==> src/rtl/fifo_ptr_flags.sv <==
// Pointer and status unit for the synchronous FIFO: binary/Gray pointers, registered flags, level.
// Define FIFO_PTR_ERR_EN to add sticky overflow/underflow outputs.
module fifo_ptr_flags #(
   parameter int unsigned ADDR_W   = 3,
   parameter int unsigned AF_LEVEL = 6,
   parameter int unsigned AE_LEVEL = 2
) (
   input  logic              clk,
   input  logic              rst_n,
   input  logic              clr,
   input  logic              wr_en,
   input  logic              rd_en,
   output logic [ADDR_W-1:0] w_addr,
   output logic [ADDR_W-1:0] r_addr,
   output logic              wr_accept,
   output logic              rd_accept,
   output logic [ADDR_W:0]   w_ptr_gray,
   output logic [ADDR_W:0]   r_ptr_gray,
   output logic              full,
   output logic              empty,
   output logic              almost_full,
   output logic              almost_empty,
`ifdef FIFO_PTR_ERR_EN
   output logic              overflow,
   output logic              underflow,
`endif
   output logic [ADDR_W:0]   level
);

   localparam int unsigned PW = ADDR_W + 1;

   logic [PW-1:0] w_bin_q, w_bin_d, r_bin_q, r_bin_d;
   logic [PW-1:0] w_gray_q, w_gray_d, r_gray_q, r_gray_d;
   logic [PW-1:0] level_q, level_d;
   logic          full_q, full_d, empty_q, empty_d;
   logic          af_q, af_d, ae_q, ae_d;

   always_comb begin
      wr_accept = wr_en && !full_q;
      rd_accept = rd_en && !empty_q;

      w_bin_d  = w_bin_q + PW'(wr_accept);
      r_bin_d  = r_bin_q + PW'(rd_accept);
      w_gray_d = w_bin_d ^ (w_bin_d >> 1);
      r_gray_d = r_bin_d ^ (r_bin_d >> 1);

      // Full: Gray pointers one lap apart differ only in their top two bits.
      empty_d = (w_gray_d == r_gray_d);
      full_d  = (w_gray_d[PW-1:PW-2] == ~r_gray_d[PW-1:PW-2]) &&
                (w_gray_d[PW-3:0] == r_gray_d[PW-3:0]);

      level_d = w_bin_d - r_bin_d;
      af_d    = (level_d >= PW'(AF_LEVEL));
      ae_d    = (level_d <= PW'(AE_LEVEL));
   end

   always_ff @(posedge clk) begin
      if (!rst_n || clr) begin
         w_bin_q  <= '0;
         r_bin_q  <= '0;
         w_gray_q <= '0;
         r_gray_q <= '0;
         level_q  <= '0;
         full_q   <= 1'b0;
         empty_q  <= 1'b1;
         af_q     <= 1'b0;
         ae_q     <= 1'b1;
      end else begin
         w_bin_q  <= w_bin_d;
         r_bin_q  <= r_bin_d;
         w_gray_q <= w_gray_d;
         r_gray_q <= r_gray_d;
         level_q  <= level_d;
         full_q   <= full_d;
         empty_q  <= empty_d;
         af_q     <= af_d;
         ae_q     <= ae_d;
      end
   end

`ifdef FIFO_PTR_ERR_EN
   logic ovf_q, ovf_d, unf_q, unf_d;

   always_comb begin
      ovf_d = ovf_q | (wr_en & full_q);
      unf_d = unf_q | (rd_en & empty_q);
   end

   always_ff @(posedge clk) begin
      if (!rst_n || clr) begin
         ovf_q <= 1'b0;
         unf_q <= 1'b0;
      end else begin
         ovf_q <= ovf_d;
         unf_q <= unf_d;
      end
   end

   assign overflow  = ovf_q;
   assign underflow = unf_q;
`endif

   assign w_addr       = w_bin_q[ADDR_W-1:0];
   assign r_addr       = r_bin_q[ADDR_W-1:0];
   assign w_ptr_gray   = w_gray_q;
   assign r_ptr_gray   = r_gray_q;
   assign full         = full_q;
   assign empty        = empty_q;
   assign almost_full  = af_q;
   assign almost_empty = ae_q;
   assign level        = level_q;

endmodule

==> config.mk <==
export PLATFORM = sky130hd
export DESIGN_NAME = fifo_ptr_flags
export DESIGN_NICKNAME = d
export VERILOG_FILES = /design/src/rtl/fifo_ptr_flags.sv
export SDC_FILE = /design/constraint.sdc
export NUM_CORES = 1
export LEC_CHECK = 0
export ABC_AREA = 0
export ABC_CLOCK_PERIOD_IN_PS = 2100
export CAP_MARGIN = 20
export CORE_UTILIZATION = 40
export DETAILED_ROUTE_END_ITERATION = 8
export HOLD_SLACK_MARGIN = 0.02
export PLACE_DENSITY = 0.73
export SLEW_MARGIN = 10
export SYNTH_ARGS = -nofsm -noshare
export SYNTH_HDL_FRONTEND = slang
export SYNTH_SLANG_ARGS = --single-unit
==> constraint.sdc <==
create_clock -name clk -period 2.1 [get_ports clk]
set_clock_uncertainty 0.2 [all_clocks]
set_input_delay 0.21 -clock clk [delete_from_list [all_inputs] [get_ports clk]]
set_output_delay 0.21 -clock clk [all_outputs]
set_load 0.03 [all_outputs]
==> run summary <==
The run finished, with violations left. The checks that failed: negative setup slack. The logs give 811 for the via total after detailed routing and 4 for the first-pass iteration count of the detailed router. Number of distinct standard cells referenced by the synthesized netlist: 23. The longest clock path from root to sink contains 2 buffers.

After detailed routing, the wire length on met1 is 1050 microns. By instance count, the cell type seen most on the critical path is ha_4. The pin count of the biggest net entering global routing came out at 12. Reported leakage power: 0.700 nW. The worst hold path terminates at r_bin_q[0]. The die outline height is 50.8 microns, and the initial standard-cell utilization of the core is 0.426. After detailed routing, the met2 layer carries 1470 microns of wire. The worst-case IR drop observed on VDD is 0.372 mV. The area of the mapped netlist is 951 sq um. The residual overflow from global routing came out at 0. The async set-reset flop share out of synthesis is 0. By instance count, the leading cell after synthesis is dfxtp_1. The initial antenna violation count is 0.

The logs give 0.787 for the share of the core filled with cells in the final layout and 0 for the total of hold buffers inserted after clock tree synthesis. The minimum clock period is 2.18 ns. The top cell type's share of synthesized area works out to 0.463. TritonCTS built the clock tree. dfxtp_1 takes more of the synthesized area than any other cell.

Dividing total power by cell area gives a power density of 449 mW/mm^2. Summed over all failing endpoints, the final setup total negative slack is -0.187 ns. The CTS clock-pin slew for the worst setup and hold paths is 0.12 ns, and the detailed-route DRC error count is 0. The reported max-cap violation count is 0, and the worst slack on hold paths is 0.285 ns. The share of the clock period used by the worst path after layout was 1.04; the H-tree depth was 1.

Synthesis inferred 22 register bits. For this run, the number of Yosys warnings is 0. The run gives 459 MHz as the highest attainable clock frequency. The number of buffer cells added on primary ports is 28. The post-detailed-placement half-perimeter wirelength was 1770 microns; the overall routing resource usage was 0.200. The core region is 0.00223 sq mm.

The TritonCTS sink count is 22, and the transition at the pin with the smallest max-transition slack is 0.580 ns. The number of global-route vias before repair was 831. The type of destination of the critical path is a register.

The tightest min-delay check is of the primary input to register type. The per-instance average area after synthesis was 10.2 sq um; the clock latency on the worst-skew pair was 0.30 ns. The first global-routing pass estimated 3730 microns of wire. For the number of DRC markers after the initial detailed-route iteration, the log shows 10. The startpoint of the worst register-to-register path was full. By count the netlist is led by dfxtp_1 (22), nor2_1 (14), xnor2_1 (12).

The tools report the worst flop-to-flop path endpoint as almost_empty. The tools report the net count of the finished layout as 160. The tools report the cell at the root of the clock tree as clkbuf_4. At the worst endpoint, the required time is 2.12 ns. The maximum fanout along the worst path is 3.

Once detail routing completed, the nets flagged for antenna violations numbered 0. For the number of buffers created by CTS, the log shows 3. Counting the fill cells in the layout gives 140. Counting instances, the worst hold path has a depth of 4. The run gives 0.00258 sq mm as the total die area.

The width of the die works out to 50.8 microns. Highest cell delay on the worst timing path: 0.37 ns. The slowest stage of the critical path is the dfxtp_4 cell. Compared with the post-synthesis result, the final layout area differs by 84.7%. STA classifies the critical path startpoint as a register. The hold violation count in the final report came out at 0. The top layer reached by signal wires is met4. After detailed routing, the met3 layer carries 68 microns of wire. Worst path arrival time: 2.19 ns.

The signal on the critical path passes through nor2b_4, ha_4, ha_4, xor2_4, ha_4, a31oi_4, nand2_2, xor2_4, a221oi_2. Across all register-to-register paths, the minimum setup slack is -0.08 ns. Setup violations remaining at the end of the flow were counted as 4. After floorplanning, the core was divided into 17 placement rows. The start point of the worst min-delay path is rd_en. Setup repair after global routing could not meet its margin everywhere.

Counting flops with a built-in enable in the synthesized netlist gives 0. For this design the top-level I/O count stands at 29. Sequential share of the synthesized area: 0.463.

The per-cell via count in the routed design is 4.69. After synthesis, the cell types taking the most area are dfxtp_1 (46%), xnor2_1 (11%), ha_1 (11%). The tools report the final weighted congestion in routability-driven placement as 0.713. The setup path with the least slack is of type register to register.

The synthesized netlist net count is 106, and the depth of the worst register-to-register path is 9. Dividing the detail-routed wire length by the instance count gives 15.1 microns. The count of mapped cells out of synthesis was 93. The run gives -0.0764 ns as the worst path setup slack after routing.

The run gives 0 as the count of antenna diodes in the layout. The layout cell share with drive strength beyond 1 works out to 0.421. Timing analysis after detailed placement gives a worst setup slack of -0.484 ns. The commonest register cell after synthesis is dfxtp_1.

The final count of pins violating max slew was 0. The tools report the relative slew slack as 0.613. For this block, the routed nets add up to 2610 microns of wire.
-- power breakdown --
| part | switching [W] | internal (W) | total [W] |
|---|---|---|---|
| Sequential | 0.00000556 | 0.000426 | 0.000432 |
| Combinational | 0.0000870 | 0.0000850 | 0.000172 |
| Clock | 0.000118 | 0.0000669 | 0.000185 |
| Total | 0.000211 | 0.000578 | 0.000789 |
-- sequential cells by signal (all words and copies together), names as in the netlist, 3 cells and up --
signal	count
r_ptr_gray	3
w_ptr_gray	3
level	4
w_bin_q	4
r_bin_q	4
-- per-layer routing --
metal | up-vias | GRT usage
met3 | 4 | 0.0273
li1 | 402 | -
met5 | - | 0
met2 | 16 | 0.384
met1 | 389 | 0.220
met4 | 0 | 0.0694
-- worst max-delay path: cells and delay by family (launching register included) --
family	cells	cell delay, ns
AO/OA/AOI/OAI	2	0.36
XOR/XNOR	2	0.35
adder cells (fa/ha/maj)	3	0.56
flip-flops	1	0.37
AND/OR/NAND/NOR	2	0.24
-- layout by cell type (no fill, tap or decap), types with 2 or more instances in the layout --
cell type	instances
xnor2_4	4
clkdlybuf4s50_1	24
xnor2_1	4
nor2_1	13
inv_1	2
and2_1	5
xor2_2	2
a21boi_0	2
nand3_1	3
dfxtp_1	20
xnor2_2	4
dfxtp_4	2
xor2_4	2
nor2b_4	2
dlymetal6s2s_1	2
clkbuf_4	3
xor2_1	3
buf_4	24
ha_4	6
-- per-stage QoR --
stage / total power [W] / cells / instance area (sq um)
final: 0.000789 / 173 / 1760
after floorplan: 0.000524 / 93 / 1110
after global placement: 0.000576 / 165 / 1550
after CTS: 0.000774 / 172 / 1620
after detailed placement: 0.000579 / 165 / 1550
after global routing: 0.000821 / 173 / 1760
-- area by class of cell --
type | count | area [sq um] | area share
flip-flops and latches | 22 | 448 | 0.255
inverters | 2 | 7.51 | 0.00427
well taps | 28 | 35.0 | 0.0199
multi-input cells | 67 | 787 | 0.448
repair buffers | 51 | 457 | 0.260
clock buffers | 3 | 22.5 | 0.0128
-- repair_timing --
action	in CTS	in global routing
gates cloned	0	0
setup buffers	4	2
setup endpoints to repair	4	5
endpoints found under the hold margin	0	0
gates resized for setup	3	22
pin swaps	2	8
-- cell families (layout without fill, tap and decap cells) --
kind of cell,Yosys count,in the layout,share of synthesized area
AND/OR/NAND/NOR,32,32,0.171
flip-flops,22,22,0.463
XOR/XNOR,19,19,0.175
buffers and inverters,4,56,0.0237
AO/OA/AOI/OAI,7,7,0.0513
multiplexers,1,1,0.0105
adder cells (fa/ha/maj),8,8,0.105
-- how the worst max path moves through the flow --
stage,start,endpoint,slack [ns],depth (start not counted)
after floorplan,full,almost_empty,-0.18,9
after global placement,wr_en,almost_empty,-0.38,10
after detailed placement,wr_en,almost_empty,-0.48,10
final,full,almost_empty,-0.08,9
after global routing,full,almost_empty,-0.18,9
after CTS,wr_en,almost_empty,-0.08,10
No activity file was read; power rests on OpenSTA's default activity.
